**config.mk**
```make
export PLATFORM = sky130hd
export DESIGN_NAME = pc_sequencer
export DESIGN_NICKNAME = d
export VERILOG_FILES = /design/src/rtl/pc_seq_pkg.sv /design/src/rtl/pc_sequencer_branch_cond_eval.sv /design/src/rtl/pc_sequencer.sv
export SDC_FILE = /design/constraint.sdc
export NUM_CORES = 1
export LEC_CHECK = 0
export ABC_AREA = 1
export CORE_UTILIZATION = 47
export CTS_CLUSTER_DIAMETER = 50
export DETAILED_ROUTE_END_ITERATION = 8
export PLACE_DENSITY = 0.78
export SLEW_MARGIN = 10
export SYNTH_ARGS = -nofsm -noshare
export SYNTH_HDL_FRONTEND = slang
export SYNTH_HIERARCHICAL = 1
export SYNTH_SLANG_ARGS = --single-unit
```
**constraint.sdc**
```tcl
create_clock -name clock -period 2.5 [get_ports clock]
set_input_delay 0.375 -clock clock [delete_from_list [all_inputs] [get_ports clock]]
set_output_delay 0.375 -clock clock [all_outputs]
set_load 0.02 [all_outputs]
```
**src/rtl/pc_seq_pkg.sv**
```systemverilog
// Shared types and encodings for the LegV8 PC sequencer: states, PS selects,
// branch opcode match values and condition codes.
package pc_seq_pkg;

   typedef enum logic [2:0] {
      ST_IDLE   = 3'd0,
      ST_FETCH  = 3'd1,
      ST_DECODE = 3'd2,
      ST_EXEC   = 3'd3,
      ST_UPDATE = 3'd4,
      ST_HALT   = 3'd5
   } state_t;

   typedef enum logic [2:0] {
      BR_NONE   = 3'd0,
      BR_UNCOND = 3'd1,
      BR_CBZ    = 3'd2,
      BR_CBNZ   = 3'd3,
      BR_COND   = 3'd4
   } br_class_t;

   localparam logic [1:0] PS_HOLD = 2'b00;
   localparam logic [1:0] PS_INC  = 2'b01;
   localparam logic [1:0] PS_REL  = 2'b10;
   localparam logic [1:0] PS_REL4 = 2'b11;

   localparam logic [5:0]  OP_B     = 6'b000101;
   localparam logic [5:0]  OP_BL    = 6'b100101;
   localparam logic [7:0]  OP_CBZ   = 8'b10110100;
   localparam logic [7:0]  OP_CBNZ  = 8'b10110101;
   localparam logic [7:0]  OP_BCOND = 8'b01010100;
   localparam logic [10:0] OP_HLT   = 11'h6A2;

   localparam logic [3:0] CC_EQ = 4'h0;
   localparam logic [3:0] CC_NE = 4'h1;
   localparam logic [3:0] CC_HS = 4'h2;
   localparam logic [3:0] CC_LO = 4'h3;
   localparam logic [3:0] CC_MI = 4'h4;
   localparam logic [3:0] CC_PL = 4'h5;
   localparam logic [3:0] CC_VS = 4'h6;
   localparam logic [3:0] CC_VC = 4'h7;
   localparam logic [3:0] CC_HI = 4'h8;
   localparam logic [3:0] CC_LS = 4'h9;
   localparam logic [3:0] CC_GE = 4'hA;
   localparam logic [3:0] CC_LT = 4'hB;
   localparam logic [3:0] CC_GT = 4'hC;
   localparam logic [3:0] CC_LE = 4'hD;
   localparam logic [3:0] CC_AL = 4'hE;
   localparam logic [3:0] CC_NV = 4'hF;

   // B/BL are matched on 6 opcode bits, the compare/conditional forms on 8.
   function automatic br_class_t decode_class(input logic [31:0] ir);
      br_class_t cls;
      if ((ir[31:26] == OP_B) || (ir[31:26] == OP_BL)) begin
         cls = BR_UNCOND;
      end else if (ir[31:24] == OP_CBZ) begin
         cls = BR_CBZ;
      end else if (ir[31:24] == OP_CBNZ) begin
         cls = BR_CBNZ;
      end else if (ir[31:24] == OP_BCOND) begin
         cls = BR_COND;
      end else begin
         cls = BR_NONE;
      end
      return cls;
   endfunction

endpackage

```
**src/rtl/pc_sequencer_branch_cond_eval.sv**
```systemverilog
// Evaluates a LegV8 4-bit condition code against {N,Z,C,V} status flags.
module branch_cond_eval
   import pc_seq_pkg::*;
(
   input  logic [3:0] cond,
   input  logic [3:0] flags,
   output logic       taken
);

   logic n, z, c, v;

   assign n = flags[3];
   assign z = flags[2];
   assign c = flags[1];
   assign v = flags[0];

   always_comb begin
      taken = 1'b0;
      case (cond)
         CC_EQ:   taken = z;
         CC_NE:   taken = !z;
         CC_HS:   taken = c;
         CC_LO:   taken = !c;
         CC_MI:   taken = n;
         CC_PL:   taken = !n;
         CC_VS:   taken = v;
         CC_VC:   taken = !v;
         CC_HI:   taken = c & !z;
         CC_LS:   taken = !(c & !z);
         CC_GE:   taken = (n == v);
         CC_LT:   taken = (n != v);
         CC_GT:   taken = !z & (n == v);
         CC_LE:   taken = !(!z & (n == v));
         CC_AL:   taken = 1'b1;
         CC_NV:   taken = 1'b1;
         default: taken = 1'b0;
      endcase
   end

endmodule

```
**src/rtl/pc_sequencer.sv**
```systemverilog
// Fetch/decode/execute/update controller that drives the ProgramCounter
// select and offset, committing exactly one PC update per instruction.
module pc_sequencer
   import pc_seq_pkg::*;
#(
   parameter int          PC_WIDTH    = 64,
   parameter int          INSTR_WIDTH = 32,
   parameter logic [10:0] HALT_OPCODE = OP_HLT
) (
   input  logic                   clock,
   input  logic                   reset,
   input  logic                   run,
   output logic                   imem_req,
   input  logic                   imem_ack,
   input  logic [INSTR_WIDTH-1:0] instr,
   input  logic                   exec_done,
   input  logic                   rt_zero,
   input  logic [3:0]             flags,
   output logic [INSTR_WIDTH-1:0] ir,
   output logic [1:0]             PS,
   output logic [PC_WIDTH-1:0]    pc_in,
   output logic                   halt
);

   localparam logic [PC_WIDTH-1:0] ONE = {{(PC_WIDTH-1){1'b0}}, 1'b1};

   state_t                state;
   br_class_t             br_class;
   logic                  cond_taken;
   logic                  taken;
   logic [PC_WIDTH-1:0]   offset;

   branch_cond_eval u_cond (
      .cond  (ir[3:0]),
      .flags (flags),
      .taken (cond_taken)
   );

   // The PC block adds 4 before scaling `in`, so subtract one word from imm.
   always_comb begin
      offset = {PC_WIDTH{1'b0}};
      if ((ir[31:26] == OP_B) || (ir[31:26] == OP_BL)) begin
         offset = {{(PC_WIDTH-26){ir[25]}}, ir[25:0]} - ONE;
      end else begin
         offset = {{(PC_WIDTH-19){ir[23]}}, ir[23:5]} - ONE;
      end
   end

   always_comb begin
      taken = 1'b0;
      case (br_class)
         BR_UNCOND: taken = 1'b1;
         BR_CBZ:    taken = rt_zero;
         BR_CBNZ:   taken = !rt_zero;
         BR_COND:   taken = cond_taken;
         BR_NONE:   taken = 1'b0;
         default:   taken = 1'b0;
      endcase
   end

   // Main sequencer: all outputs are registered and follow the state.
   always_ff @(posedge clock or posedge reset) begin
      if (reset) begin
         state    <= ST_IDLE;
         br_class <= BR_NONE;
         imem_req <= 1'b0;
         ir       <= {INSTR_WIDTH{1'b0}};
         PS       <= PS_HOLD;
         pc_in    <= {PC_WIDTH{1'b0}};
         halt     <= 1'b0;
      end else begin
         PS <= PS_HOLD;
         case (state)
            ST_IDLE: begin
               if (run) begin
                  state    <= ST_FETCH;
                  imem_req <= 1'b1;
               end
            end
            ST_FETCH: begin
               if (imem_ack) begin
                  ir       <= instr;
                  imem_req <= 1'b0;
                  state    <= ST_DECODE;
               end
            end
            ST_DECODE: begin
               if (ir[31:21] == HALT_OPCODE) begin
                  state <= ST_HALT;
                  halt  <= 1'b1;
               end else begin
                  br_class <= decode_class(ir);
                  pc_in    <= offset;
                  state    <= ST_EXEC;
               end
            end
            ST_EXEC: begin
               if (exec_done) begin
                  PS    <= taken ? PS_REL4 : PS_INC;
                  state <= ST_UPDATE;
               end
            end
            ST_UPDATE: begin
               if (run) begin
                  state    <= ST_FETCH;
                  imem_req <= 1'b1;
               end else begin
                  state <= ST_IDLE;
               end
            end
            ST_HALT: begin
               halt     <= 1'b1;
               imem_req <= 1'b0;
            end
            default: begin
               state    <= ST_IDLE;
               imem_req <= 1'b0;
            end
         endcase
      end
   end

endmodule

```
==> results of run 1 <==
[worst min-delay path: stages]
cell	delay, ns
clkdlybuf4s50_1	0.42
inv_2	0.07
buf_12	0.32
[cells in the mapped netlist, drive strengths merged, types with 5 or more instances]
cell,instances,area share (%)
dfrtp,69,39
nor3,6,0.79
nand4,11,1.6
o21ai,29,3.3
xor2,10,2.0
nand2,140,12
clkbuf,5,0.51
a31oi,5,0.99
mux2,6,1.5
a21oi,48,5.6
nand3,66,7.4
buf,48,7.8
inv,64,5.4
nor2,106,10
[cells by family (layout without fill, tap and decap cells)]
| logic type | after synthesis | after routing | share of synthesized area, % |
|---|---|---|---|
| AND/OR/NAND/NOR | 332 | 332 | 32.82 |
| XOR/XNOR | 11 | 11 | 2.171 |
| multiplexers | 6 | 6 | 1.522 |
| AO/OA/AOI/OAI | 83 | 83 | 10.04 |
| buffers and inverters | 117 | 228 | 13.70 |
| flip-flops | 69 | 69 | 38.91 |
| adder cells (fa/ha/maj) | 3 | 3 | 0.8459 |
[registers in the layout (all words and copies together) (netlist names)]
| name | flops |
|---|---|
| pc_in | 27 |
| br_class | 3 |
| ir | 32 |
| imem_req | 1 |
| PS | 2 |
| state | 3 |
| halt | 1 |
[cells in the final DEF, fill, tap and decap left out, types with 3 or more instances in the layout]
master           count
nand4_1             11
clkbuf_8             9
nor3_1               5
nand2_2              3
ha_1                 3
mux2_2               5
inv_2                7
xor2_1              10
clkdlybuf4s50_1    141
nand3_1             65
inv_1               57
o21ai_0             28
nor2_2              13
nor2_4               4
nand2_1            136
a21oi_1             46
nor2_1              89
dfrtp_1             69
buf_4                5
a31oi_1              3
[power by group through the flow]
stage                     Clock [W]  Sequential, W  Combinational, W
after floorplan                   0        0.00271           0.00227
after global placement            0        0.00220           0.00439
after detailed placement          0        0.00222           0.00445
after CTS                   0.00105        0.00220           0.00447
after global routing        0.00110        0.00227           0.00483
final                       0.00104        0.00220           0.00445
[final timing paths]
check / to / slack, ns / cells past startpoint
hold / removal: ir[20] / 0.43 / 3
max in group asynchronous: ir[18] / 1.78 / 3
min in group clock: halt / 0.47 / 1
hold reg to reg: halt / 0.47 / 1
setup reg to reg: pc_in[16] / 0.56 / 9
setup / recovery: pc_in[27] / 0.48 / 2
[layer usage]
| layer | up-vias | GRT usage [%] |
|---|---|---|
| li1 | 2191 | - |
| met1 | 2096 | 34.76 |
| met2 | 177 | 46.42 |
| met3 | 27 | 4.919 |
| met4 | 0 | 6.787 |
| met5 | - | 0 |
[through the flow]
step / setup slack (ns) / instances / hold slack, ns / area, um^2
2_1_floorplan: 0.3851 / 621 / 0.4636 / 4438
3_3_place_gp: 0.5163 / 827 / 0.4605 / 5703
3_5_place_dp: 0.4317 / 827 / 0.4635 / 5703
4_1_cts: 0.4482 / 843 / 0.4455 / 5926
5_1_grt: 0.3698 / 843 / 0.4768 / 5926
6_report: 0.4784 / 843 / 0.4337 / 5926
[area by class of cell]
class / instances / area share, %
Multi-Input combinational cell: 435 / 35.58
Clock buffer: 9 / 2.090
Clock inverter: 7 / 1.668
Timing Repair Buffer: 148 / 25.13
Sequential cell: 69 / 29.14
Inverter: 64 / 4.054
Tap cell: 111 / 2.344
==> out/summary.txt, run 1 <==
status: completed
TritonCTS clock tree: yes
#FFs+latches synth: 69
clock root buffer: clkbuf_8
Post-Synthesis Cell Area: 0.004438 mm^2
Hold Buf Count CTS: 0
switching power: 0.003567 W
I/O Pins: 142
fin crit period: 2.022 ns
cts bufs inserted: 9
critical path's top delay family: buffers and inverters
WS Path Type: flip-flop to output pin
Mean Syn Cell Area: 7.147 um^2
Core Region: 0.009196 mm^2
Top Layer Used: met4
post-layout util: 64.44%
multi-input logic area: 0.002108 mm^2
Hold Fails Final Rpt: 0
Final Power: 0.007691 W
worst skew pair latency: 0.34 ns
fillcell total: 804
critical path's slowest cell: clkdlybuf4s50_1
DR WL met3: 697 um
GRT Util Overall: 26.81%
Clock power frac: 13.5%
first-pass detailed-route iteration total: 5
Routed Antenna Nets: 0
Wirelength per Cell: 14.95 um
first-pass GRT wire length: 20.71 mm
largest net degree at the start of global routing: 70
Port-buffer cells: 141
vias per cell: 5.327
# diodes: 0
row count: 35
fmax: 494.7 MHz
Clock Skew: 0.009765 ns
Internal: 0.004124 W
Synth Instances: 621
Worst-path clk slew: 0.08 ns
synthesized net count: 666
Data required, critical path: 2.12 ns
DRT met1 WL: 5.661 mm
Clock Sinks: 69
Crit Path Max Fanout: 38
endpoint type of the worst setup path: output pin
Final Max Slew Viols: 0
crit path cell chain: buf_4 -> clkdlybuf4s50_1
Tcrit/Tclk final: 80.86%
Most used DFF post-synth: dfrtp_1
Sw Share: 46.38%
antenna violations before repair: 0
Routed WL: 12.61 mm
Die W: 99.17 um
GP Congestion: 0.9085
GRT overflow: 0
unrepaired setup endpoints after global routing: false
count of different cell masters after synthesis: 33
worst hold path class: input pin to async pin
Worst Path Buf+Inv: 2
total negative setup slack: 0 ns
routed vias: 4491
vias in the first global route: 4258
RR Startpoint: ir[0]
Syn. warnings: 6
Worst-Margin Slew: 0.5585 ns
NumNets Final: 772
DP HPWL: 9.342 mm
Max-Cap Viols: 0
DR DRC count: 0
H-tree lvl count: 3
Logic pwr share: 57.8%
initial DRC count: 186
post-CTS setup buffers: 0
EDFF count, synth: 0
share of cells above drive strength 1: 8.470%
register area share after synthesis: 38.91%
Vert. Die Dim: 99.17 um
Crit path largest cell delay: 0.67 ns
worst vdd ir: 0.6987 mV
Sequential Area: 0.001727 mm^2
Die ar.: 0.009835 mm^2
sequential share of power: 28.6%
Power Density: 1298 mW/mm^2
Longest Clk Path Bufs: 2
setup violators final: 0
Post-CTS Resized: 0
Starting Density: 48.26%
Leak: 2.619 nW
Layout area overhead: 33.52%
FFs w/ async S/R, synth: 100.0%
CP Launch Type: flip-flop
Met2 Wirelength: 6.061 mm
CP arrival: 1.65 ns
Critical Path Source: pc_in[62]
relative slew slack: 62.73%
Power figures use the tool's default switching activity.
==> run 2, diff against run 1 <==
- CORE_UTILIZATION: 47 -> 43
- PLACE_DENSITY: 0.78 -> 0.75
- clock period: 2.5 -> 1.6 ns (I/O delays scaled with it)
==> out/summary.txt, run 2 (same netlist as run 1, synthesis figures left out) <==
status: finished, violations left
failing checks: negative setup slack
most frequent cells in the layout: nand2_1, buf_4, nor2_1, dlygate4sd2_1, clkdlybuf4s50_1
Worst-path clk slew: 0.07 ns (about the same)
worst skew pair latency: 0.36 ns (+0.02 ns)
RR Startpoint: ir[2]
Layout area overhead: 56.27%
Max-Cap Viols: 0 (unchanged)
CP Launch Type: flip-flop
Wirelength per Cell: 15.44 um (+3.3%)
Setup Slack @ Placement: -0.3349 ns (-0.7667 ns)
relative slew slack: 72.03% (+9.3 points)
share of cells above drive strength 1: 26.23% (+18 points)
Worst Path Buf+Inv: 0 (-2)
Die W: 103.6 um (+4.5%)
Final Max Slew Viols: 0 (unchanged)
critical path's top delay family: simple AND/OR/NAND/NOR gates
largest net degree at the start of global routing: 39 (-44%)
Non-Filler Instances: 945 (+12%)
routed vias: 4875 (+8.6%)
CP arrival: 1.87 ns (+0.22 ns)
post-layout util: 69.99% (+5.6 points)
GRT Util Overall: 26.87% (+0.065 points)
Power Density: 1861 mW/mm^2 (+43%)
worst hold path class: input pin to async pin
crit path cell chain: nor2_1 -> nand3_2 -> nand2_2 -> nand2_1 -> o21ai_1 -> nand3_1 -> nand3_1 -> nand2_1
Crit path largest cell delay: 0.47 ns (-0.20 ns)
Core Region: 0.009910 mm^2 (+7.8%)
Hold Fails Final Rpt: 0 (unchanged)
Port-buffer cells: 141 (unchanged)
Clock Sinks: 69 (unchanged)
GRT overflow: 0 (unchanged)
largest registers: ir: 32 flops, pc_in: 27 flops
Clock Skew: 0.004770 ns (-0.004995 ns)
Critical Path Stages: 8 (+6)
setup violators final: 2 (+2)
fillcell total: 862 (+7.2%)
Crit Path Max Fanout: 8 (-79%)
largest reg by FF count: ir
vias per cell: 5.159 (-3.2%)
Final Power: 0.01291 W (+68%)
Data required, critical path: 1.85 ns (-0.27 ns)
initial DRC count: 260 (+40%)
Tcrit/Tclk final: 101.3%
DP HPWL: 10.45 mm (+12%)
# diodes: 0 (unchanged)
Critical Path Source: ir[2]
clock root buffer: clkbuf_8
Routed WL: 14.59 mm (+16%)
reg-to-reg slack, setup: -0.02 ns (-0.58 ns)
Setup WS post-layout: -0.02143 ns (-0.4999 ns)
first-pass GRT wire length: 22.94 mm (+11%)
row count: 36 (+2.9%)
Routed Antenna Nets: 0 (unchanged)
Hold Buf Count CTS: 0 (unchanged)
NumNets Final: 853 (+10%)
worst vdd ir: 1.037 mV (+48%)
GP Congestion: 0.9050 (-0.39%)
H-tree lvl count: 3 (unchanged)
WS Path Type: flip-flop to flip-flop
reg2reg path depth: 8 (-1)
Vert. Die Dim: 103.6 um (+4.5%)
Worst-Margin Slew: 0.4187 ns (-0.1398 ns)
cts bufs inserted: 9 (unchanged)
antenna violations before repair: 0 (unchanged)
Sequential Area: 0.001742 mm^2 (+0.87%)
vias in the first global route: 4574 (+7.4%)
multi-input logic area: 0.002414 mm^2 (+14%)
Longest Clk Path Bufs: 2 (unchanged)
fmax: 616.7 MHz
total negative setup slack: -0.02779 ns (-0.02779 ns)
Leak: 3.218 nW (+23%)
dpl cells: 911 (+10%)
max FFs per register: 32 (unchanged)
endpoint type of the worst setup path: flip-flop
unrepaired setup endpoints after global routing: true
commonest non-fill, non-tap cell in the layout: nand2_1
I/O Pins: 142 (unchanged)
TritonCTS clock tree: yes
fin crit period: 1.621 ns
critical path's slowest cell: dfrtp_2
Die ar.: 0.01073 mm^2 (+9.1%)
first-pass detailed-route iteration total: 5 (unchanged)
DR DRC count: 0 (unchanged)
Starting Density: 44.79% (-3.5 points)
## run 2: cell count changes in the layout (fill, tap and decap cells not counted), sizes merged
| cell | change |
|---|---|
| clkinv | -2 |
| buf | +79 |
| bufinv | -2 |
| inv | -2 |
| clkbuf | +8 |
| clkdlybuf4s50 | -82 |
| dlymetal6s2s | +14 |
| dlygate4sd2 | +67 |
## run 2: what timing repair did
item	CTS	global route
endpoints found under the setup margin	92	39
cloned	0	2
buffers inserted	3	14
resized for setup	99	90
pin swaps	1	22
## run 2: metrics by stage
step           cell area (um^2)  hold WS [ns]
2_1_floorplan              4448        0.3633
3_3_place_gp               6281        0.4660
3_5_place_dp               6281        0.4712
4_1_cts                    6500        0.2336
5_1_grt                    6935        0.2626
6_report                   6935        0.2325
## run 2: worst reg2reg max path: stages (launching register included)
cell and delay, ns:
dfrtp_2 0.47, nor2_1 0.17, nand3_2 0.12, nand2_2 0.16
nand2_1 0.12, o21ai_1 0.18, nand3_1 0.15, nand3_1 0.10
nand2_1 0.05
## run 2: cell type report
cell class	instances	share of cell area, %
multi-input combinational	435	34.80
timing repair buffer	229	31.50
inverter	64	3.626
tap	133	2.399
clock buffer	14	2.490
sequential	69	25.11
clock inverter	1	0.07216
## run 2: where the power goes
part | switching, W | internal, W
Clock | 0.000667 | 0.000681
Combinational | 0.00464 | 0.00351
Sequential | 0.000850 | 0.00256
Total | 0.00616 | 0.00675
## run 2: final timing paths
kind / end
setup / recovery: pc_in[15]
hold / removal: halt
setup reg to reg: pc_in[15]
hold reg to reg: pc_in[18]
max in group asynchronous: ir[6]
min in group clock: ir[6]
## run 2: layer usage
layer	vias to the layer above	global-route usage, %	routed length (um)
li1	2346	-	-
met1	2299	34.62	6214
met2	208	45.83	7213
met3	22	5.035	908
met4	0	7.764	255
met5	-	0	0
==> run 3, diff against run 2 <==
- ABC_AREA: 1 -> 0
- CORE_UTILIZATION: 43 -> 42
- PLACE_DENSITY: 0.75 -> 0.88
==> out/summary.txt, run 3 <==
most frequent cells in the layout: buf_4, dlygate4sd2_1, dfrtp_1, clkdlybuf4s50_1, nand2_1
most common cell in the netlist: dfrtp_1
Clock Skew: 0.01310 ns (+0.008326 ns)
dpl cells: 749 (-18%)
register area share after synthesis: 40.80% (+1.9 points)
largest registers: ir: 32 flops, pc_in: 27 flops
Post-Synthesis Cell Area: 0.004232 mm^2 (-4.7%)
GRT overflow: 0 (unchanged)
list of most frequent post-synthesis cells: dfrtp_1, buf_4, nand2_1, nor2_1, mux2_2
count of different cell masters after synthesis: 63 (+91%)
commonest non-fill, non-tap cell in the layout: buf_4
worst vdd ir: 1.176 mV (+13%)
NumNets Final: 697 (-18%)
Hold Fails Final Rpt: 0 (unchanged)
first-pass detailed-route iteration total: 4 (-1)
vias per cell: 5.435 (+5.4%)
Data required, critical path: 1.83 ns (-0.02 ns)
Die W: 102.4 um (-1.2%)
cts bufs inserted: 9 (unchanged)
Die ar.: 0.01048 mm^2 (-2.3%)
antenna violations before repair: 0 (unchanged)
max FFs per register: 32 (unchanged)
synth top area cells: dfrtp_1, mux2_2, buf_4
Port-buffer cells: 141 (unchanged)
setup violators final: 33 (+31)
FF-to-FF End: pc_in[23]
synthesized net count: 501 (-25%)
fin crit period: 2.208 ns (+0.5863 ns)
relative slew slack: 65.74% (-6.3 points)
fmax: 453.0 MHz (-27%)
reg2reg path depth: 7 (-1)
share of cells above drive strength 1: 39.12% (+13 points)
largest reg by FF count: ir
Hold Buf Count CTS: 0 (unchanged)
CP Launch Type: flip-flop
Wirelength per Cell: 17.73 um (+15%)
RR Startpoint: ir[5]
first-pass GRT wire length: 21.53 mm (-6.1%)
Power Density: 2211 mW/mm^2 (+19%)
Worst-path clk slew: 0.08 ns (about the same)
H-tree lvl count: 3 (unchanged)
Max-Cap Viols: 0 (unchanged)
Tcrit/Tclk final: 138.0% (+37 points)
Synth Instances: 456 (-27%)
I/O Pins: 142 (unchanged)
Mean Syn Cell Area: 9.280 um^2 (+30%)
GRT Util Overall: 26.97% (+0.10 points)
Syn. warnings: 6 (unchanged)
post-layout util: 72.99% (+3.0 points)
Crit Path Max Fanout: 8 (unchanged)
Routed Antenna Nets: 0 (unchanged)
endpoint type of the worst setup path: flip-flop
vias in the first global route: 4284 (-6.3%)
reg-to-reg slack, setup: -0.61 ns (-0.59 ns)
DP HPWL: 9.121 mm (-13%)
status: finished, violations left
Routed WL: 14.01 mm (-4.0%)
Most used DFF post-synth: dfrtp_1
Starting Density: 43.29% (-1.5 points)
row count: 36 (unchanged)
fillcell total: 706 (-18%)
WS Path Type: flip-flop to flip-flop
largest net degree at the start of global routing: 70 (+79%)
Non-Filler Instances: 790 (-16%)
routed vias: 4294 (-12%)
Setup WS post-layout: -0.6077 ns (-0.5863 ns)
CP arrival: 2.44 ns (+0.57 ns)
worst hold path class: input pin to async pin
Clock Sinks: 69 (unchanged)
# diodes: 0 (unchanged)
Leak: 3.269 nW (+1.6%)
DR DRC count: 0 (unchanged)
top cell type's share of synthesized area: 40.80% (+1.9 points)
Final Max Slew Viols: 0 (unchanged)
Core Region: 0.009774 mm^2 (-1.4%)
initial DRC count: 179 (-31%)
Layout area overhead: 68.60%
EDFF count, synth: 0 (unchanged)
FFs w/ async S/R, synth: 100.0% (unchanged)
Worst-Margin Slew: 0.5096 ns (+0.09091 ns)
TritonCTS clock tree: yes
Vert. Die Dim: 102.4 um (-1.2%)
GP Congestion: 0.8713 (-3.7%)
#FFs+latches synth: 69 (unchanged)
clock root buffer: clkbuf_8
failing checks: negative setup slack
unrepaired setup endpoints after global routing: true
worst skew pair latency: 0.36 ns (about the same)
Longest Clk Path Bufs: 2 (unchanged)
Yosys top cell by area: dfrtp_1
[run 3: cell count changes after synthesis, moves of 13 or more]
cell,before,now
nand2_1,136,37
nand3_1,66,6
nor2_1,89,31
inv_1,58,16
a21oi_1,46,18
mux2_2,5,27
nor3_1,5,24
xnor2_1,1,17
clkbuf_1,4,17
nor2_2,13,0
[run 3: worst max path at each step]
stage	startpoint	cells past startpoint	end
3_3_place_gp	ir[12]	5	pc_in[23]
2_1_floorplan	ir[5]	9	pc_in[23]
6_report	ir[5]	7	pc_in[23]
4_1_cts	ir[5]	7	pc_in[23]
5_1_grt	ir[5]	7	pc_in[18]
3_5_place_dp	ir[12]	5	pc_in[23]
[run 3: logic make-up after synthesis]
group           count (synthesis)  synth area share (%)
simple gates                  148                 18.48
compound gates                 95                 14.93
buf+inv                        83                 11.21
flops                          69                 40.80
mux                            30                 7.895
xor+xnor                       28                 5.795
fa+ha+maj                       3                0.8871
[run 3: final cells by class]
| type | instances | area, um^2 | area share [%] |
|---|---|---|---|
| well taps | 133 | 166.4 | 2.333 |
| flip-flops and latches | 69 | 1738 | 24.36 |
| multi-input cells | 304 | 2572 | 36.06 |
| inverters | 16 | 71.32 | 0.9996 |
| clock buffers | 10 | 137.6 | 1.929 |
| repair buffers | 252 | 2362 | 33.11 |
| clock inverters | 6 | 86.33 | 1.210 |
[run 3: critical path, cell delays in order (launching register included)]
cell and delay [ns]:
dfrtp_2 0.43, inv_4 0.07, ha_4 0.12, or3b_4 0.41, or4_4 0.51, o31a_2 0.36, nor3_2 0.11, o31ai_1 0.08
[run 3: per-layer routing]
metal / routed length, um / vias to the layer above / track usage (%)
met4: 311 / 0 / 10.99
li1: - / 1978 / -
met2: 6990 / 190 / 45.38
met5: 0 / - / 0
met1: 5951 / 2093 / 34.78
met3: 754 / 33 / 4.104
[run 3: timing repair]
item | in CTS | in global routing
cloned | 1 | 2
endpoints found under the setup margin | 108 | 52
resized for setup | 168 | 65
pin swaps | 37 | 40
setup buffers | 20 | 6
[run 3: per-stage QoR]
| stage | hold WS [ns] | setup slack [ns] | total power [W] | setup TNS, ns | area [um^2] |
|---|---|---|---|---|---|
| floorplan | 0.3567 | -0.7943 | 0.008936 | -12.75 | 4360 |
| global placement | 0.4681 | -0.5866 | 0.01278 | -14.18 | 6182 |
| detailed placement | 0.4791 | -0.6152 | 0.01301 | -15.63 | 6182 |
| CTS | 0.3576 | -0.6014 | 0.01509 | -10.52 | 6839 |
| global route | 0.3733 | -0.6724 | 0.01668 | -13.46 | 7134 |
| finish | 0.3430 | -0.6077 | 0.01577 | -10.93 | 7134 |
[run 3: where the power goes]
part,switching [W],internal (W)
combinational,0.00596,0.00502
clock,0.000694,0.000917
sequential,0.000578,0.00259
